--- config.mk ---
export PLATFORM = sky130hd
export DESIGN_NAME = magma_dec_loader_flat
export DESIGN_NICKNAME = d
export VERILOG_FILES = /design/src/rtl/magma_pkg.sv /design/src/rtl/magma_dec_loader_if.sv /design/src/rtl/magma_shift_in.sv /design/src/rtl/magma_dec_loader.sv /design/src/flat_wrapper.sv
export SDC_FILE = /design/constraint.sdc
export NUM_CORES = 1
export LEC_CHECK = 0
export BUFFER_PORTS_ARGS = -buffer_cell sky130_fd_sc_hd__buf_2
export CORE_MARGIN = 2
export CORE_UTILIZATION = 46
export CTS_BUF_LIST = sky130_fd_sc_hd__clkbuf_4
export DETAILED_ROUTE_END_ITERATION = 8
export PLACE_DENSITY_LB_ADDON = 0.08
export SYNTH_ARGS = -nofsm -noshare
export SYNTH_HDL_FRONTEND = slang
export SYNTH_HIERARCHICAL = 1
export SYNTH_SLANG_ARGS = --single-unit
--- constraint.sdc ---
create_clock -name clk -period 5.3 [get_ports clk]
set_input_delay 1.06 -clock clk [delete_from_list [all_inputs] [get_ports clk]]
set_output_delay 1.06 -clock clk [all_outputs]
set_load 0.01 [all_outputs]
--- src/rtl/magma_pkg.sv ---
// Shared definitions for the Magma (GOST 28147-89) decryption path.
// Holds the block/key widths and frame lengths used by the byte loader
// and the decryption stage, plus the loader state encoding.
package magma_pkg;

  localparam int BLOCK_W         = 64;
  localparam int KEY_W           = 256;
  localparam int BYTES_PER_BLOCK = 8;
  localparam int BYTES_PER_KEY   = 32;

  typedef enum logic [1:0] {
    ST_IDLE,
    ST_LOAD_KEY,
    ST_LOAD_CT,
    ST_HOLD
  } loader_state_e;

endpackage

--- src/rtl/magma_dec_loader_if.sv ---
// Byte-stream handshake into the Magma decryption loader.
//   in_data   : byte payload
//   in_valid  : in_data / in_is_key valid
//   in_is_key : frame type, sampled on the first byte of a frame
//   in_ready  : loader accepts a byte this cycle
// master = byte source, slave = loader.
interface magma_dec_loader_if;
  logic [7:0] in_data;
  logic       in_valid;
  logic       in_is_key;
  logic       in_ready;

  modport master (
    output in_data,
    output in_valid,
    output in_is_key,
    input  in_ready
  );

  modport slave (
    input  in_data,
    input  in_valid,
    input  in_is_key,
    output in_ready
  );
endinterface

--- src/rtl/magma_shift_in.sv ---
// Parameterised big-endian byte shift register.
//   clk, rst_n : clock, asynchronous active-low reset
//   clr        : synchronous clear (takes priority over ld)
//   ld         : shift din in at the low end
//   din        : incoming byte
//   shifted    : {stored bytes, din}; the full word that results once
//                the last byte of a frame is presented on din
// Only W-8 bits are stored: the final byte of a frame is taken straight
// from din by the consumer, so it never needs to be registered here.
module magma_shift_in #(
  parameter int W = 64
) (
  input  logic       clk,
  input  logic       rst_n,
  input  logic       clr,
  input  logic       ld,
  input  logic [7:0] din,
  output logic [W:1] shifted
);

  logic [W-8:1] q;

  assign shifted = {q, din};

  always_ff @(posedge clk or negedge rst_n) begin
    if (!rst_n) begin
      q <= '0;
    end else if (clr) begin
      q <= '0;
    end else if (ld) begin
      q <= shifted[W-8:1];
    end
  end

endmodule

--- src/rtl/magma_dec_loader.sv ---
// Byte-stream front end for the Magma decryption stage.
// Assembles a 256-bit key and 64-bit ciphertext blocks from a byte stream,
// updates them atomically on frame completion and holds each ciphertext
// stable for CORE_LATENCY cycles while the core evaluates it.
//   clk, rst_n  : clock, asynchronous active-low reset
//   bus         : byte-stream handshake (slave side)
//   key         : key to the core, changes only on key-frame completion
//   ciphertext  : block to the core, changes only on block completion
//   key_loaded  : a complete key has been received since reset
//   key_update  : pulse, cycle after a key frame completes
//   dec_start   : pulse, first cycle ciphertext holds a new block
//   msg_strobe  : pulse, core message valid this cycle
//   err         : pulse, ciphertext byte arrived with no key loaded
module magma_dec_loader
  import magma_pkg::*;
#(
  parameter int CORE_LATENCY = 2
) (
  input  logic               clk,
  input  logic               rst_n,
  magma_dec_loader_if.slave  bus,
  output logic [KEY_W:1]     key,
  output logic [BLOCK_W:1]   ciphertext,
  output logic               key_loaded,
  output logic               key_update,
  output logic               dec_start,
  output logic               msg_strobe,
  output logic               err
);

  localparam logic [3:0] HOLD_INIT = 4'(CORE_LATENCY);

  loader_state_e    state_q, state_d;
  logic [4:0]       byte_cnt_q, byte_cnt_d;
  logic [3:0]       hold_cnt_q, hold_cnt_d;
  logic             accept;
  logic             key_ld, key_clr, key_we;
  logic             ct_ld, ct_clr, ct_we;
  logic             err_d, key_update_d, dec_start_d, msg_strobe_d;
  logic [KEY_W:1]   key_shifted;
  logic [BLOCK_W:1] ct_shifted;

  assign bus.in_ready = (state_q != ST_HOLD);
  assign accept       = bus.in_valid && bus.in_ready;

  magma_shift_in #(.W(KEY_W)) u_key_shadow (
    .clk     (clk),
    .rst_n   (rst_n),
    .clr     (key_clr),
    .ld      (key_ld),
    .din     (bus.in_data),
    .shifted (key_shifted)
  );

  magma_shift_in #(.W(BLOCK_W)) u_ct_shadow (
    .clk     (clk),
    .rst_n   (rst_n),
    .clr     (ct_clr),
    .ld      (ct_ld),
    .din     (bus.in_data),
    .shifted (ct_shifted)
  );

  always_comb begin
    state_d      = state_q;
    byte_cnt_d   = byte_cnt_q;
    hold_cnt_d   = hold_cnt_q;
    key_ld       = 1'b0;
    key_clr      = 1'b0;
    key_we       = 1'b0;
    ct_ld        = 1'b0;
    ct_clr       = 1'b0;
    ct_we        = 1'b0;
    err_d        = 1'b0;
    key_update_d = 1'b0;
    dec_start_d  = 1'b0;
    msg_strobe_d = 1'b0;
    case (state_q)
      ST_IDLE: begin
        if (accept) begin
          if (bus.in_is_key) begin
            key_ld     = 1'b1;
            byte_cnt_d = 5'd1;
            state_d    = ST_LOAD_KEY;
          end else if (key_loaded) begin
            ct_ld      = 1'b1;
            byte_cnt_d = 5'd1;
            state_d    = ST_LOAD_CT;
          end else begin
            // Ciphertext with no key: the byte is swallowed and flagged.
            err_d = 1'b1;
          end
        end
      end
      ST_LOAD_KEY: begin
        if (accept) begin
          if (byte_cnt_q == 5'(BYTES_PER_KEY - 1)) begin
            key_we       = 1'b1;
            key_clr      = 1'b1;
            byte_cnt_d   = 5'd0;
            key_update_d = 1'b1;
            state_d      = ST_IDLE;
          end else begin
            key_ld     = 1'b1;
            byte_cnt_d = byte_cnt_q + 5'd1;
          end
        end
      end
      ST_LOAD_CT: begin
        if (accept) begin
          if (byte_cnt_q == 5'(BYTES_PER_BLOCK - 1)) begin
            ct_we        = 1'b1;
            ct_clr       = 1'b1;
            byte_cnt_d   = 5'd0;
            hold_cnt_d   = HOLD_INIT;
            dec_start_d  = 1'b1;
            // With a one-cycle hold the first HOLD cycle is also the last.
            msg_strobe_d = (HOLD_INIT == 4'd1);
            state_d      = ST_HOLD;
          end else begin
            ct_ld      = 1'b1;
            byte_cnt_d = byte_cnt_q + 5'd1;
          end
        end
      end
      ST_HOLD: begin
        hold_cnt_d = hold_cnt_q - 4'd1;
        // Registered pulse: raise it for the cycle where the count reads 1.
        msg_strobe_d = (hold_cnt_q == 4'd2);
        if (hold_cnt_q == 4'd1) begin
          state_d = ST_IDLE;
        end
      end
      default: state_d = ST_IDLE;
    endcase
  end

  always_ff @(posedge clk or negedge rst_n) begin
    if (!rst_n) begin
      state_q    <= ST_IDLE;
      byte_cnt_q <= '0;
      hold_cnt_q <= '0;
      key        <= '0;
      ciphertext <= '0;
      key_loaded <= 1'b0;
      key_update <= 1'b0;
      dec_start  <= 1'b0;
      msg_strobe <= 1'b0;
      err        <= 1'b0;
    end else begin
      state_q    <= state_d;
      byte_cnt_q <= byte_cnt_d;
      hold_cnt_q <= hold_cnt_d;
      key_update <= key_update_d;
      dec_start  <= dec_start_d;
      msg_strobe <= msg_strobe_d;
      err        <= err_d;
      if (key_we) begin
        key        <= key_shifted;
        key_loaded <= 1'b1;
      end
      if (ct_we) begin
        ciphertext <= ct_shifted;
      end
    end
  end

endmodule

--- src/flat_wrapper.sv ---
// flat-port wrapper written by rule: the top's interface ports become plain ports
module magma_dec_loader_flat import magma_pkg::*;
#(
  parameter int CORE_LATENCY = 2
)
  (clk, rst_n, key, ciphertext, key_loaded, key_update, dec_start, msg_strobe, err, bus_in_data, bus_in_valid, bus_in_is_key, bus_in_ready);
  magma_dec_loader_if bus_i ();
  input  logic clk;
  input  logic rst_n;
  output logic [KEY_W:1] key;
  output logic [BLOCK_W:1] ciphertext;
  output logic key_loaded;
  output logic key_update;
  output logic dec_start;
  output logic msg_strobe;
  output logic err;
  input wire logic [$bits(bus_i.in_data)-1:0] bus_in_data;
  input wire logic [$bits(bus_i.in_valid)-1:0] bus_in_valid;
  input wire logic [$bits(bus_i.in_is_key)-1:0] bus_in_is_key;
  output wire logic [$bits(bus_i.in_ready)-1:0] bus_in_ready;
  assign bus_i.in_data = bus_in_data;
  assign bus_i.in_valid = bus_in_valid;
  assign bus_i.in_is_key = bus_in_is_key;
  assign bus_in_ready = bus_i.in_ready;
  magma_dec_loader #(.CORE_LATENCY(CORE_LATENCY)) u_core (.clk(clk), .rst_n(rst_n), .bus(bus_i), .key(key), .ciphertext(ciphertext), .key_loaded(key_loaded), .key_update(key_update), .dec_start(dec_start), .msg_strobe(msg_strobe), .err(err));
endmodule
==> reports/qor.yml <==
layout:
  fillCellCount: 4764
  final_common_cell: "dfrtp_1"
  final_cell_count_no_fill: 3061
  final_cell_mix: "dfrtp_1 (640), buf_2 (336), nor2_1 (312), mux2i_1 (306), clkbuf_4 (260)"
  layout-drive-gt1-share_pct: 42.1
  area_growth_pct: 15.5
  final_nets: 2210
global_routing:
  grt_first_pass_wirelength_um: 89500
  antenna_found_initial: 3
  grt_max_degree: 112
  grt_overflow: 0
  track_usage_pct: 19.2
  grt_pass1_vias: 15600
place:
  port_buffers: 337
  hpwl_um: 35800
  placed_cells: 2770
  gp_congestion: 0.770
run_status:
  outcome: "complete, no violations"
floorplanning:
  dieHeight_um: 243
  boundaryPins: 338
  core_area_mm2: 0.0565
  row_count: 87
  initial_core_util_pct: 46.6
  die_x_um: 243
  design.die.area_mm2: 0.0592
worst_setup_path:
  worst_setup_path_start_kind: "flop"
  worst_setup_path_end_kind: "flop"
  crit_type: "flop to flop"
  rrSetupSlack_ps: 2220
  worstPathArrival_ps: 3890
  cp_data_required_time_ps: 6110
  cp_max_fo: 39
synth:
  synth_edf_count: 0
  synth_ff_type: "dfrtp_1"
  yosys_warnings: 6
  ys_seq_elements: 640
  netlist_instances: 1768
  seq_area_frac_synth_pct: 60.8
  netlist_area_mm2: 0.0263
  synth_nets: 1789
  async_flop_share_pct: 100
  syn_area_per_cell_um2: 14.9
  synth_cell_types: 44
hold_path:
  hp-class: "input pin to async pin"
sta:
  setup_viol: 0
  fin_crit_sh_pct: 58.0
  drv_slew: 0
  relSlewSlack_pct: 26.0
  setup_tns_ps: 0
  finalCriticalPeriod_ps: 3080
  worst-slew-pin-transition_ps: 1110
  rsz0062_at_grt: "no"
  fmax_ghz: 0.325
  hold_viol_final: 0
  fin_skew_ps: 34.6
clock_tree:
  holdBufCountCts: 0
  clk_pin_slew_ps: 60
  tritoncts: "done"
  h-tree-depth: 4
  cts_resized: 0
  cts_root_buf: "clkbuf_4"
  clock_path_buffers: 3
  cts_sinks: 640
  clock_latency_ps: 950
  cts_buffers: 173
  postCtsSetupBuffers: 0
power:
  p_total_w: 0.0123
  ir_drop_mv: 0.253
  leakage_nw: 16.0
  p_per_area_mw_per_mm2: 406
routing:
  first_pass_iters: 4
  final_antenna_net_count: 0
  drtIter0Drc: 681
  vias: 14900
  wirelength_um: 55800
  via_per_inst: 4.86
  wl_per_cell_um: 18.2
  drcViolationCount: 0
run:
  drv_cap: 0
cell type report:
cell class,instances,area [um^2],area share [%]
Clock inverter,25,175,0.576
Inverter,8,30.0,0.0988
Timing Repair Buffer,368,2120,6.96
Antenna cell,6,15.0,0.0494
Clock buffer,260,1950,6.42
Multi-Input combinational cell,998,9150,30.1
Tap cell,756,946,3.11
Sequential cell,640,16000,52.7
worst max-delay path: stages, from the launching register on:
cell,delay (ps)
dfrtp_1,400
ha_1,280
and3_1,210
ha_1,210
nor2b_1,270
o21a_4,730
buf_4,520
mux2i_1,240
nor2_1,70
layer usage:
metal	vias up	GRT usage (%)	part of all wire, %
met2	350	28.3	46
li1	6981	-	-
met1	7462	25.7	45
met5	-	0	0
met3	71	7.19	7.0
met4	0	7.70	1.8
cell usage after synthesis, drive strengths merged (3+ instances only):
cell,number,area [um^2]
clkbuf,7,26.3
nor2b,3,21.3
nor2,312,1170
ha,9,113
inv,8,30.0
buf,115,1130
o21ai,4,20.0
dfrtp,640,16000
mux2,322,4410
a2bb2oi,3,26.3
nand2,5,18.8
nor3,4,25.0
nor4,3,25.0
a21oi,3,15.0
mux2i,306,3060
final timing paths:
kind,start,to,cells after the start
max,u_core/byte_cnt_q[0],u_core/u_key_shadow/q[181],8
min,rst_n,u_core/key[164],1
max reg2reg,u_core/byte_cnt_q[0],u_core/u_key_shadow/q[181],8
min reg2reg,u_core/hold_cnt_q[3],u_core/msg_strobe,1
max in group asynchronous,rst_n,u_core/u_key_shadow/q[18],2
min in group clk,bus_in_data[2],u_core/key[3],2
cell families after synthesis:
group                    synth area share [%]
flip-flops                               60.8
multiplexers                             28.4
AND/OR/NAND/NOR                          5.28
buffers and inverters                    4.51
AO/OA/AOI/OAI                           0.513
adder cells (fa/ha/maj)                 0.428
XOR/XNOR                               0.0665
registers in the layout, summed over array words and instances (netlist names), 2 cells and up:
register / cells
u_core/key: 256
u_core/ciphertext: 64
u_core/hold_cnt_q: 4
u_core/state_q: 2
u_core/u_key_shadow/q: 248
u_core/byte_cnt_q: 5
u_core/u_ct_shadow/q: 56
through the flow:
step	area, um^2	utilization, %	hold WS, ps	worst slack (ps)
after CTS	30400	53.8	42.1	2110
final	30400	53.8	136	2220
after global routing	30400	53.8	125	1960
after global placement	28300	50.0	473	2150
after detailed placement	28300	50.0	477	2110
after floorplan	26300	-	440	2730
power by group:
part,internal [W],switching [W]
clock,0.00235,0.00194
combinational,0.000952,0.00111
sequential,0.00550,0.000480
total,0.00880,0.00353
Power figures use the tool's default switching activity.
